==> src/rtl/mips_pkg.sv <==
// Shared types and constants for the 5-stage MIPS pipeline.
// Holds the ALU operation encoding, the ID/EX control bundle and small helpers
// that several pipeline stages rely on.
package mips_pkg;

    localparam int REG_ADDR_W = 5;

    // ALU control encoding as produced by the decoder
    typedef enum logic [3:0] {
        ALU_AND  = 4'h0,
        ALU_OR   = 4'h1,
        ALU_ADD  = 4'h2,
        ALU_SLL  = 4'h3,
        ALU_SRL  = 4'h4,
        ALU_SRA  = 4'h5,
        ALU_SUB  = 4'h6,
        ALU_SLT  = 4'h7,
        ALU_XOR  = 4'h8,
        ALU_LUI  = 4'h9,
        ALU_SLTU = 4'hA,
        ALU_NOR  = 4'hC
    } alu_op_t;

    // Control bits that travel from ID into EX
    typedef struct packed {
        alu_op_t alu_op;
        logic    alu_src;
        logic    mem_read;
        logic    mem_write;
        logic    reg_write;
        logic    mem_to_reg;
    } id_ex_ctrl_t;

    // A bubble carries no side effects: every control bit cleared
    localparam id_ex_ctrl_t CTRL_BUBBLE = '{
        alu_op:     ALU_AND,
        alu_src:    1'b0,
        mem_read:   1'b0,
        mem_write:  1'b0,
        reg_write:  1'b0,
        mem_to_reg: 1'b0
    };

    // R-type instructions write rd, I-type instructions write rt
    function automatic logic [REG_ADDR_W-1:0] resolve_dest(
        input logic                  reg_dst,
        input logic [REG_ADDR_W-1:0] rd,
        input logic [REG_ADDR_W-1:0] rt
    );
        return reg_dst ? rd : rt;
    endfunction

endpackage

==> src/rtl/id_ex_stage_if.sv <==
// Signal bundle between decode, the ID/EX pipeline register and EX.
// The master modport is the pipeline stage itself; the slave modport is the
// surrounding core (decoder, register file, hazard consumers, EX stage).
interface id_ex_stage_if #(
    parameter int DATA_W = 32,
    parameter int CNT_W  = 16
);
    import mips_pkg::*;

    logic                  id_valid;
    logic [DATA_W-1:0]     id_pc;
    logic [REG_ADDR_W-1:0] id_rs;
    logic [REG_ADDR_W-1:0] id_rt;
    logic [REG_ADDR_W-1:0] id_rd;
    logic                  id_uses_rt;
    logic [DATA_W-1:0]     id_rs_data;
    logic [DATA_W-1:0]     id_rt_data;
    logic [DATA_W-1:0]     id_imm;
    logic [3:0]            id_alu_op;
    logic                  id_alu_src;
    logic                  id_mem_read;
    logic                  id_mem_write;
    logic                  id_reg_write;
    logic                  id_mem_to_reg;
    logic                  id_reg_dst;
    logic                  flush;

    logic                  stall;
    logic                  bubble;
    logic                  ex_valid;
    logic [DATA_W-1:0]     ex_pc;
    logic [DATA_W-1:0]     ex_rs_data;
    logic [DATA_W-1:0]     ex_rt_data;
    logic [DATA_W-1:0]     ex_imm;
    logic [REG_ADDR_W-1:0] ex_rs;
    logic [REG_ADDR_W-1:0] ex_rt;
    logic [REG_ADDR_W-1:0] ex_dest;
    logic [3:0]            ex_alu_op;
    logic                  ex_alu_src;
    logic                  ex_mem_read;
    logic                  ex_mem_write;
    logic                  ex_reg_write;
    logic                  ex_mem_to_reg;
    logic [CNT_W-1:0]      stall_count;

    modport master (
        input  id_valid, id_pc, id_rs, id_rt, id_rd, id_uses_rt,
               id_rs_data, id_rt_data, id_imm, id_alu_op, id_alu_src,
               id_mem_read, id_mem_write, id_reg_write, id_mem_to_reg,
               id_reg_dst, flush,
        output stall, bubble, ex_valid, ex_pc, ex_rs_data, ex_rt_data,
               ex_imm, ex_rs, ex_rt, ex_dest, ex_alu_op, ex_alu_src,
               ex_mem_read, ex_mem_write, ex_reg_write, ex_mem_to_reg,
               stall_count
    );

    modport slave (
        output id_valid, id_pc, id_rs, id_rt, id_rd, id_uses_rt,
               id_rs_data, id_rt_data, id_imm, id_alu_op, id_alu_src,
               id_mem_read, id_mem_write, id_reg_write, id_mem_to_reg,
               id_reg_dst, flush,
        input  stall, bubble, ex_valid, ex_pc, ex_rs_data, ex_rt_data,
               ex_imm, ex_rs, ex_rt, ex_dest, ex_alu_op, ex_alu_src,
               ex_mem_read, ex_mem_write, ex_reg_write, ex_mem_to_reg,
               stall_count
    );

endinterface

==> src/rtl/id_ex_stage_load_use_detect.sv <==
// Load-use hazard detector: flags an ID instruction that needs a register
// the load currently in EX has not yet fetched from memory.
// Register 0 is hardwired, so a load targeting it never causes a hazard.
module load_use_detect
    import mips_pkg::*;
(
    input  logic                  id_valid,
    input  logic [REG_ADDR_W-1:0] id_rs,
    input  logic [REG_ADDR_W-1:0] id_rt,
    input  logic                  id_uses_rt,
    input  logic                  ex_valid,
    input  logic                  ex_mem_read,
    input  logic [REG_ADDR_W-1:0] ex_dest,
    output logic                  haz
);

    logic rs_match;
    logic rt_match;

    // Compare the pending load destination against each ID source operand
    always_comb begin
        rs_match = (ex_dest == id_rs);
        rt_match = id_uses_rt && (ex_dest == id_rt);
        haz      = id_valid && ex_valid && ex_mem_read &&
                   (ex_dest != '0) && (rs_match || rt_match);
    end

endmodule

==> src/rtl/id_ex_stage.sv <==
// ID/EX pipeline register of the 5-stage MIPS core.
// Captures decoded controls and operands for EX, inserts a bubble on a branch
// flush or a load-use stall, and counts stall cycles with saturation.
module id_ex_stage
    import mips_pkg::*;
#(
    parameter int DATA_W = 32,
    parameter int CNT_W  = 16
) (
    input  logic          clk,
    input  logic          reset_n,
    id_ex_stage_if.master bus
);

    logic                  haz;
    logic                  stall_int;
    id_ex_ctrl_t           id_ctrl;
    id_ex_ctrl_t           ex_ctrl;
    logic                  ex_valid_q;
    logic [DATA_W-1:0]     ex_pc_q;
    logic [DATA_W-1:0]     ex_rs_data_q;
    logic [DATA_W-1:0]     ex_rt_data_q;
    logic [DATA_W-1:0]     ex_imm_q;
    logic [REG_ADDR_W-1:0] ex_rs_q;
    logic [REG_ADDR_W-1:0] ex_rt_q;
    logic [REG_ADDR_W-1:0] ex_dest_q;
    logic [CNT_W-1:0]      stall_count_q;

    load_use_detect u_load_use_detect (
        .id_valid    (bus.id_valid),
        .id_rs       (bus.id_rs),
        .id_rt       (bus.id_rt),
        .id_uses_rt  (bus.id_uses_rt),
        .ex_valid    (ex_valid_q),
        .ex_mem_read (ex_ctrl.mem_read),
        .ex_dest     (ex_dest_q),
        .haz         (haz)
    );

    // Pack decoder controls and resolve stall; a flush outranks the hazard
    // because the dependent instruction is being discarded anyway
    always_comb begin
        id_ctrl = '{
            alu_op:     alu_op_t'(bus.id_alu_op),
            alu_src:    bus.id_alu_src,
            mem_read:   bus.id_mem_read,
            mem_write:  bus.id_mem_write,
            reg_write:  bus.id_reg_write,
            mem_to_reg: bus.id_mem_to_reg
        };
        stall_int = haz && !bus.flush && reset_n;
    end

    // Pipeline register: bubble on flush or stall (data held), otherwise
    // capture ID; an invalid ID slot never carries live controls into EX
    always_ff @(posedge clk or negedge reset_n) begin
        if (!reset_n) begin
            ex_valid_q   <= 1'b0;
            ex_ctrl      <= CTRL_BUBBLE;
            ex_pc_q      <= '0;
            ex_rs_data_q <= '0;
            ex_rt_data_q <= '0;
            ex_imm_q     <= '0;
            ex_rs_q      <= '0;
            ex_rt_q      <= '0;
            ex_dest_q    <= '0;
        end else if (bus.flush || stall_int) begin
            ex_valid_q <= 1'b0;
            ex_ctrl    <= CTRL_BUBBLE;
        end else begin
            ex_valid_q   <= bus.id_valid;
            ex_ctrl      <= bus.id_valid ? id_ctrl : CTRL_BUBBLE;
            ex_pc_q      <= bus.id_pc;
            ex_rs_data_q <= bus.id_rs_data;
            ex_rt_data_q <= bus.id_rt_data;
            ex_imm_q     <= bus.id_imm;
            ex_rs_q      <= bus.id_rs;
            ex_rt_q      <= bus.id_rt;
            ex_dest_q    <= resolve_dest(bus.id_reg_dst, bus.id_rd, bus.id_rt);
        end
    end

    // Saturating stall-cycle counter, cleared only by reset
    always_ff @(posedge clk or negedge reset_n) begin
        if (!reset_n) begin
            stall_count_q <= '0;
        end else if (stall_int && (stall_count_q != {CNT_W{1'b1}})) begin
            stall_count_q <= stall_count_q + 1'b1;
        end
    end

    assign bus.stall         = stall_int;
    assign bus.bubble        = stall_int;
    assign bus.ex_valid      = ex_valid_q;
    assign bus.ex_pc         = ex_pc_q;
    assign bus.ex_rs_data    = ex_rs_data_q;
    assign bus.ex_rt_data    = ex_rt_data_q;
    assign bus.ex_imm        = ex_imm_q;
    assign bus.ex_rs         = ex_rs_q;
    assign bus.ex_rt         = ex_rt_q;
    assign bus.ex_dest       = ex_dest_q;
    assign bus.ex_alu_op     = ex_ctrl.alu_op;
    assign bus.ex_alu_src    = ex_ctrl.alu_src;
    assign bus.ex_mem_read   = ex_ctrl.mem_read;
    assign bus.ex_mem_write  = ex_ctrl.mem_write;
    assign bus.ex_reg_write  = ex_ctrl.reg_write;
    assign bus.ex_mem_to_reg = ex_ctrl.mem_to_reg;
    assign bus.stall_count   = stall_count_q;

endmodule

==> src/flat_wrapper.sv <==
// flat-port wrapper written by rule: the top's interface ports become plain ports
module id_ex_stage_flat import mips_pkg::*;
#(
    parameter int DATA_W = 32,
    parameter int CNT_W  = 16
)
  (clk, reset_n, bus_id_valid, bus_id_pc, bus_id_rs, bus_id_rt, bus_id_rd, bus_id_uses_rt, bus_id_rs_data, bus_id_rt_data, bus_id_imm, bus_id_alu_op, bus_id_alu_src, bus_id_mem_read, bus_id_mem_write, bus_id_reg_write, bus_id_mem_to_reg, bus_id_reg_dst, bus_flush, bus_stall, bus_bubble, bus_ex_valid, bus_ex_pc, bus_ex_rs_data, bus_ex_rt_data, bus_ex_imm, bus_ex_rs, bus_ex_rt, bus_ex_dest, bus_ex_alu_op, bus_ex_alu_src, bus_ex_mem_read, bus_ex_mem_write, bus_ex_reg_write, bus_ex_mem_to_reg, bus_stall_count);
  id_ex_stage_if #(.DATA_W(DATA_W), .CNT_W(CNT_W)) bus_i ();
  input  logic clk;
  input  logic reset_n;
  input wire logic [$bits(bus_i.id_valid)-1:0] bus_id_valid;
  input wire logic [$bits(bus_i.id_pc)-1:0] bus_id_pc;
  input wire logic [$bits(bus_i.id_rs)-1:0] bus_id_rs;
  input wire logic [$bits(bus_i.id_rt)-1:0] bus_id_rt;
  input wire logic [$bits(bus_i.id_rd)-1:0] bus_id_rd;
  input wire logic [$bits(bus_i.id_uses_rt)-1:0] bus_id_uses_rt;
  input wire logic [$bits(bus_i.id_rs_data)-1:0] bus_id_rs_data;
  input wire logic [$bits(bus_i.id_rt_data)-1:0] bus_id_rt_data;
  input wire logic [$bits(bus_i.id_imm)-1:0] bus_id_imm;
  input wire logic [$bits(bus_i.id_alu_op)-1:0] bus_id_alu_op;
  input wire logic [$bits(bus_i.id_alu_src)-1:0] bus_id_alu_src;
  input wire logic [$bits(bus_i.id_mem_read)-1:0] bus_id_mem_read;
  input wire logic [$bits(bus_i.id_mem_write)-1:0] bus_id_mem_write;
  input wire logic [$bits(bus_i.id_reg_write)-1:0] bus_id_reg_write;
  input wire logic [$bits(bus_i.id_mem_to_reg)-1:0] bus_id_mem_to_reg;
  input wire logic [$bits(bus_i.id_reg_dst)-1:0] bus_id_reg_dst;
  input wire logic [$bits(bus_i.flush)-1:0] bus_flush;
  output wire logic [$bits(bus_i.stall)-1:0] bus_stall;
  output wire logic [$bits(bus_i.bubble)-1:0] bus_bubble;
  output wire logic [$bits(bus_i.ex_valid)-1:0] bus_ex_valid;
  output wire logic [$bits(bus_i.ex_pc)-1:0] bus_ex_pc;
  output wire logic [$bits(bus_i.ex_rs_data)-1:0] bus_ex_rs_data;
  output wire logic [$bits(bus_i.ex_rt_data)-1:0] bus_ex_rt_data;
  output wire logic [$bits(bus_i.ex_imm)-1:0] bus_ex_imm;
  output wire logic [$bits(bus_i.ex_rs)-1:0] bus_ex_rs;
  output wire logic [$bits(bus_i.ex_rt)-1:0] bus_ex_rt;
  output wire logic [$bits(bus_i.ex_dest)-1:0] bus_ex_dest;
  output wire logic [$bits(bus_i.ex_alu_op)-1:0] bus_ex_alu_op;
  output wire logic [$bits(bus_i.ex_alu_src)-1:0] bus_ex_alu_src;
  output wire logic [$bits(bus_i.ex_mem_read)-1:0] bus_ex_mem_read;
  output wire logic [$bits(bus_i.ex_mem_write)-1:0] bus_ex_mem_write;
  output wire logic [$bits(bus_i.ex_reg_write)-1:0] bus_ex_reg_write;
  output wire logic [$bits(bus_i.ex_mem_to_reg)-1:0] bus_ex_mem_to_reg;
  output wire logic [$bits(bus_i.stall_count)-1:0] bus_stall_count;
  assign bus_i.id_valid = bus_id_valid;
  assign bus_i.id_pc = bus_id_pc;
  assign bus_i.id_rs = bus_id_rs;
  assign bus_i.id_rt = bus_id_rt;
  assign bus_i.id_rd = bus_id_rd;
  assign bus_i.id_uses_rt = bus_id_uses_rt;
  assign bus_i.id_rs_data = bus_id_rs_data;
  assign bus_i.id_rt_data = bus_id_rt_data;
  assign bus_i.id_imm = bus_id_imm;
  assign bus_i.id_alu_op = bus_id_alu_op;
  assign bus_i.id_alu_src = bus_id_alu_src;
  assign bus_i.id_mem_read = bus_id_mem_read;
  assign bus_i.id_mem_write = bus_id_mem_write;
  assign bus_i.id_reg_write = bus_id_reg_write;
  assign bus_i.id_mem_to_reg = bus_id_mem_to_reg;
  assign bus_i.id_reg_dst = bus_id_reg_dst;
  assign bus_i.flush = bus_flush;
  assign bus_stall = bus_i.stall;
  assign bus_bubble = bus_i.bubble;
  assign bus_ex_valid = bus_i.ex_valid;
  assign bus_ex_pc = bus_i.ex_pc;
  assign bus_ex_rs_data = bus_i.ex_rs_data;
  assign bus_ex_rt_data = bus_i.ex_rt_data;
  assign bus_ex_imm = bus_i.ex_imm;
  assign bus_ex_rs = bus_i.ex_rs;
  assign bus_ex_rt = bus_i.ex_rt;
  assign bus_ex_dest = bus_i.ex_dest;
  assign bus_ex_alu_op = bus_i.ex_alu_op;
  assign bus_ex_alu_src = bus_i.ex_alu_src;
  assign bus_ex_mem_read = bus_i.ex_mem_read;
  assign bus_ex_mem_write = bus_i.ex_mem_write;
  assign bus_ex_reg_write = bus_i.ex_reg_write;
  assign bus_ex_mem_to_reg = bus_i.ex_mem_to_reg;
  assign bus_stall_count = bus_i.stall_count;
  id_ex_stage #(.DATA_W(DATA_W), .CNT_W(CNT_W)) u_core (.clk(clk), .reset_n(reset_n), .bus(bus_i));
endmodule
==> config.mk <==
export PLATFORM = sky130hd
export DESIGN_NAME = id_ex_stage_flat
export DESIGN_NICKNAME = d
export VERILOG_FILES = /design/src/rtl/mips_pkg.sv /design/src/rtl/id_ex_stage_if.sv /design/src/rtl/id_ex_stage_load_use_detect.sv /design/src/rtl/id_ex_stage.sv /design/src/flat_wrapper.sv
export SDC_FILE = /design/constraint.sdc
export NUM_CORES = 1
export LEC_CHECK = 0
export BUFFER_PORTS_ARGS = -buffer_cell sky130_fd_sc_hd__buf_4
export CAP_MARGIN = 15
export CORE_AREA = 2 2 126 128
export CTS_CLUSTER_SIZE = 20
export DETAILED_ROUTE_END_ITERATION = 10
export DIE_AREA = 0 0 128 130
export PLACE_DENSITY_LB_ADDON = 0.25
export RECOVER_POWER = 25
export SLEW_MARGIN = 15
export SYNTH_ARGS = -nofsm -noshare
export SYNTH_HDL_FRONTEND = slang
export SYNTH_HIERARCHICAL = 1
export SYNTH_SLANG_ARGS = --single-unit
==> constraint.sdc <==
create_clock -name clk -period 5.53 [get_ports clk]
set_input_delay 1.106 -clock clk [delete_from_list [all_inputs] [get_ports clk]]
set_output_delay 1.106 -clock clk [all_outputs]
set_load 0.05 [all_outputs]
==> results of run 1 <==
[routing by layer]
layer  track usage  up-vias  wire length [µm]
li1              -     2159                 -
met1         0.222     2280              6330
met2         0.347      189              8960
met3        0.0656       36              1240
met4         0.112        0               586
met5             0        -                 0
[layout make-up]
class	count	area share
Multi-Input combinational cell	234	0.235
Clock buffer	23	0.0497
Timing Repair Buffer	331	0.241
Tap cell	192	0.0250
Clock inverter	9	0.00962
Sequential cell	169	0.439
Inverter	2	0.000780
[synth_stat cells (2+ instances only)]
library cell / n / area share
a21oi_1: 7 / 0.0053
and3_1: 9 / 0.0086
and4_1: 2 / 0.0027
buf_2: 14 / 0.011
clkbuf_1: 4 / 0.0023
dfrtp_1: 169 / 0.64
inv_1: 2 / 0.0011
mux2_2: 139 / 0.24
mux2i_1: 5 / 0.0076
nand2_1: 5 / 0.0029
nand3_1: 6 / 0.0046
nand4_1: 2 / 0.0019
nand4_2: 2 / 0.0038
nor2_1: 8 / 0.0046
nor3_1: 9 / 0.0068
nor3b_1: 2 / 0.0023
nor4_1: 4 / 0.0038
xnor2_1: 4 / 0.0053
xor2_1: 20 / 0.027
[stage by stage]
| stage | hold slack (ns) | power (mW) | std cells |
|---|---|---|---|
| after floorplan | 0.805 | 1.95 | 425 |
| after global placement | 0.490 | 2.27 | 928 |
| after detailed placement | 0.497 | 2.29 | 928 |
| after CTS | 0.512 | 3.43 | 960 |
| after global routing | 0.518 | 3.50 | 960 |
| final | 0.505 | 3.36 | 960 |
[cells by family after synthesis]
kind of cell,count (synthesis),synth area share
muxes,145,0.248
and+or+nand+nor,56,0.0538
AOI/OAI and AO/OA,8,0.00665
DFF,169,0.642
adders and majority gates,1,0.00190
xor gates and xnor gates,24,0.0319
buffers and inverters,22,0.0158
[how the worst min path moves through the flow]
stage,to,slack [ns],startpoint
after global placement,u_core/bus.ex_imm[19]$_DFFE_PN0N_,0.49,u_core/bus.ex_imm[19]$_DFFE_PN0N_
after global routing,u_core/bus.ex_pc[21]$_DFFE_PN0N_,0.52,u_core/bus.ex_pc[21]$_DFFE_PN0N_
after detailed placement,u_core/bus.ex_rs_data[23]$_DFFE_PN0N_,0.50,u_core/bus.ex_rs_data[23]$_DFFE_PN0N_
after CTS,u_core/bus.ex_rs_data[23]$_DFFE_PN0N_,0.51,u_core/bus.ex_rs_data[23]$_DFFE_PN0N_
after floorplan,u_core/bus.stall_count[3]$_DFFE_PN0P_,0.80,u_core/bus.stall_count[3]$_DFFE_PN0P_
final,u_core/bus.ex_pc[21]$_DFFE_PN0N_,0.51,u_core/bus.ex_pc[21]$_DFFE_PN0N_
[power groups by stage]
stage,logic [mW],registers [mW],clock network (mW)
final,0.827,1.41,1.13
after global routing,0.864,1.42,1.21
after CTS,0.862,1.41,1.16
after detailed placement,0.861,1.43,0
after global placement,0.850,1.42,0
after floorplan,0.141,1.81,0
==> impl_metrics.tcl, run 1 <==
set metrics [dict create \
    cts-root-buf "clkbuf_16" \
    drc 0 \
    wirelength_mm 17.1 \
    via_per_inst 4.86 \
    crit_path_start "bus_id_rt[2]" \
    final_common_cell "buf_4" \
    tightest_slew_ns 1.12 \
    p_per_area_nw_per_um2 350 \
    synth_edf_count 0 \
    r2r_start "u_core/bus.ex_dest[0]$_DFFE_PN0N_" \
    switching_share 0.321 \
    yosys_most_used_dff "dfrtp_1" \
    r2r_cells 6 \
    synth_area_um2 6580 \
    synth_nets 584 \
    cts_tree "built" \
    diodes 0 \
    firstDrtPassIters 4 \
    yosysUniqueCellTypes 31 \
    postRouteAntennaNets 0 \
    start_kind "primary input" \
    cap_violations 0 \
    dp_hpwl_mm 12.7 \
    syn-instance-count 425 \
    die_w_um 128 \
    num_vias 4664 \
    slew_headroom 0.255 \
    cp_top_family "simple AND/OR/NAND/NOR gates" \
    syn_to_final_growth_pct 46.2 \
    dp_slack_ns 1.68 \
    cts_max_level 4 \
    setup_slack_ns 1.68 \
    die_y_um 130 \
    cp.arrival_ns 2.74 \
    timing.fmax_mhz 260 \
    p_clk_frac 0.336 \
    start_util 0.427 \
    slowest_delay_ns 0.41 \
    leakage_nw 4.65 \
    clk_latency_ns 0.42 \
    post_cts_resized 0 \
    regArea_um2 4230 \
    final_cell_mix "buf_4, dfrtp_1, mux2_2" \
    numCtsBuffers 17 \
    reg2reg_slack_ns 2.55 \
    ir_drop_mv 0.187 \
    combPwrFrac 0.246 \
    drt-wirelength-per-cell_um 17.8 \
    multiInputGateArea_um2 2260 \
    crit_path_cell_trace "buf_4, xor2_1, nor4_1, nand3_1, a21oi_1, nand3b_4, inv_1, buf_4" \
    grt_overflow_total 0 \
    criticalPathCategory "in2out" \
    worst_r2r_endpoint "u_core/bus.ex_pc[13]$_DFFE_PN0N_" \
    fin_skew_ns 0.00805 \
    critPathSlowestCell "a21oi_1" \
    hold_buffers 0 \
    post-route-min-period_ns 3.85 \
    grt_first_pass_wirelength_mm 25.7 \
    grt_pass1_vias 4975 \
    portBuffers 328 \
    synth_area_per_cell_um2 15.5 \
    core-area_um2 15400 \
    power_frac_seq 0.418 \
    whs_path_depth 1 \
    synth_seq_cells 169 \
    fillers 1247 \
    track_usage 0.202 \
    cts_setup_buffers 0 \
    switchingPower_mw 1.08 \
    cp_max_fo 7 \
    critical_path.most_common_cell "buf_4" \
    endpoint "bus_stall" \
    rsz0062_at_grt "no" \
    hold_violations 0 \
    dieArea_um2 16600 \
    clk_pin_slew_ns 0.06 \
    setup_viol 0 \
    ys_seq_area_frac 0.642 \
    io_pins 329 \
    grt_start_max_net_pins 90 \
    intPower_mw 2.28 \
    drive_gt1_frac 0.599 \
    postPlaceCellArea_um2 9230 \
    endpoint_kind "output pin" \
    status "completed" \
    yosysWarnings 6 \
    fin_crit_sh 0.696 \
    num_rows 46 \
    fin_setup_tns_ns 0 \
    clockBufferDepth 2 \
    hold_path_class "reg2reg" \
    antenna_found_initial 0 \
    drt_iter0_markers 167 \
    cp.depth 8 \
    worst_ep_required_time_ns 4.42 \
    final_area_um2 9630 \
    final_core_utilization 0.624 \
    clkSinkCount 169 \
    fin_nets 914 \
    synthArstFlopShare 1.00 \
    drv_slew 0 \
    gp_congestion 0.819 \
    critPathBufInv 3 \
]
(Power assumes the default switching activity.)
==> run 2, diff against run 1 <==
--- a/config.mk
+++ b/config.mk
@@ -7,10 +7,10 @@
 export LEC_CHECK = 0
 export BUFFER_PORTS_ARGS = -buffer_cell sky130_fd_sc_hd__buf_4
 export CAP_MARGIN = 15
-export CORE_AREA = 2 2 126 128
+export CORE_AREA = 2 2 127 129
 export CTS_CLUSTER_SIZE = 20
 export DETAILED_ROUTE_END_ITERATION = 10
-export DIE_AREA = 0 0 128 130
+export DIE_AREA = 0 0 129 131
 export PLACE_DENSITY_LB_ADDON = 0.25
 export RECOVER_POWER = 25
 export SLEW_MARGIN = 15
==> constraint.sdc (replaced) <==
create_clock -name clk -period 3.9 [get_ports clk]
set_input_delay 0.78 -clock clk [delete_from_list [all_inputs] [get_ports clk]]
set_output_delay 0.78 -clock clk [all_outputs]
set_load 0.05 [all_outputs]
==> impl_metrics.tcl, run 2 (synthesis results as in run 1) <==
set metrics [dict create \
    tightest_slew_ns 1.45 \
    track_usage 0.199 \
    fin_setup_tns_ns 0 \
    grt_first_pass_wirelength_mm 25.5 \
    setup_viol 0 \
    fin_nets 916 \
    switching_share 0.311 \
    drv_slew 0 \
    grt_overflow_total 0 \
    switchingPower_mw 1.52 \
    slowest_delay_ns 0.45 \
    slew_headroom 0.0341 \
    combPwrFrac 0.248 \
    crit_path_cell_trace "xor2_1, nor4_1, nand3_1, a21oi_1, nand3b_4, inv_1, buf_4" \
    endpoint_kind "output pin" \
    timing.fmax_mhz 315 \
    rsz0062_at_grt "no" \
    die_w_um 129 \
    final-instance-count-excl-fill 983 \
    wl_met3_mm 1.45 \
    ir_drop_mv 0.287 \
    criticalPathCategory "reg2out" \
    core-area_um2 15600 \
    critPathSlowestCell "dfrtp_1" \
    clk_latency_ns 0.43 \
    grt_pass1_vias 4936 \
    antenna_found_initial 0 \
    dp_hpwl_mm 13.1 \
    num_vias 4732 \
    final_cell_mix "buf_4, dfrtp_1, mux2_2" \
    hold_path_class "in2async" \
    cts_tree "built" \
    final_common_cell "buf_4" \
    p_clk_frac 0.344 \
    firstDrtPassIters 4 \
    portBuffers 328 \
    wl_met2_mm 9.34 \
    dieArea_um2 16900 \
    postRouteAntennaNets 0 \
    cts_max_level 4 \
    io_pins 329 \
    cp_top_family "simple AND/OR/NAND/NOR gates" \
    worst_ep_required_time_ns 3.12 \
    wirelength_mm 17.3 \
    numCtsBuffers 17 \
    die_y_um 131 \
    gp_congestion 0.770 \
    clk_pin_slew_ns 0.06 \
    fin_crit_sh 0.813 \
    fin_skew_ns 0.00617 \
    grt_start_max_net_pins 81 \
    cts_setup_buffers 0 \
    dp_cells 954 \
    drt-wirelength-per-cell_um 17.6 \
    post-route-min-period_ns 3.17 \
    start_util 0.422 \
    drc 0 \
    drt_iter0_markers 222 \
    clockBufferDepth 2 \
    wl_met1_mm 6.07 \
    cap_violations 0 \
    status "completed" \
    critPathBufInv 2 \
    drive_gt1_frac 0.662 \
    intPower_mw 3.37 \
    routed.top_layer "met4" \
    cp.arrival_ns 2.39 \
    diodes 0 \
    num_rows 46 \
    leakage_nw 4.85 \
    fillers 1210 \
    power_frac_seq 0.408 \
    hold_buffers 0 \
    cp_max_fo 7 \
    hold_violations 0 \
    syn_to_final_growth_pct 49.8 \
    p_per_area_nw_per_um2 496 \
    post_cts_resized 0 \
    via_per_inst 4.81 \
    clkSinkCount 169 \
    start_kind "register" \
    cts-root-buf "clkbuf_16" \
    final_core_utilization 0.632 \
]
-- run 2: path summary, 6_finish.rpt --
kind                                                       from                                    end  slack [ns]  depth (start not counted)
max                           u_core/bus.ex_dest[3]$_DFFE_PN0N_                              bus_stall        0.73                          7
min                                                     reset_n       u_core/bus.ex_pc[31]$_DFFE_PN0N_        0.32                          1
max reg2reg                   u_core/bus.ex_dest[3]$_DFFE_PN0N_       u_core/bus.ex_pc[13]$_DFFE_PN0N_        0.94                          6
min reg2reg                u_core/bus.ex_rt_data[8]$_DFFE_PN0N_   u_core/bus.ex_rt_data[8]$_DFFE_PN0N_        0.50                          1
max in group asynchronous                               reset_n  u_core/bus.ex_rt_data[16]$_DFFE_PN0N_        1.75                          2
min in group clk           u_core/bus.ex_rt_data[8]$_DFFE_PN0N_   u_core/bus.ex_rt_data[8]$_DFFE_PN0N_        0.50                          1
-- run 2: area by class of cell --
cell class	instances	area [µm²]	share of cell area
clock buffer	20	457	0.0463
tap	216	270	0.0274
inverter	2	7.51	0.000761
multi-input combinational	234	2260	0.229
clock inverter	9	125	0.0127
timing repair buffer	333	2510	0.255
sequential	169	4230	0.429
-- run 2: metrics by stage --
stage               hold WS (ns)  power, mW  setup slack (ns)  cell area (µm²)
CTS                        0.348       4.95             0.700             9870
floorplan                  0.484       2.76             0.812             6580
detailed placement         0.497       3.25             0.755             9290
finish                     0.323       4.89             0.730             9860
global placement           0.490       3.23             0.783             9290
global route               0.365       5.08             0.555             9860
-- run 2: power by group through the flow --
stage / combinational, mW / sequential (mW) / clock (mW)
global placement: 1.21 / 2.02 / 0
finish: 1.21 / 2.00 / 1.68
global route: 1.26 / 2.02 / 1.80
CTS: 1.23 / 2.00 / 1.72
floorplan: 0.199 / 2.56 / 0
detailed placement: 1.22 / 2.03 / 0
-- run 2: routing by layer --
metal | global-route usage | up-vias
met5 | 0 | -
met4 | 0.0953 | 0
met3 | 0.0688 | 33
met2 | 0.356 | 204
met1 | 0.209 | 2335
li1 | - | 2160
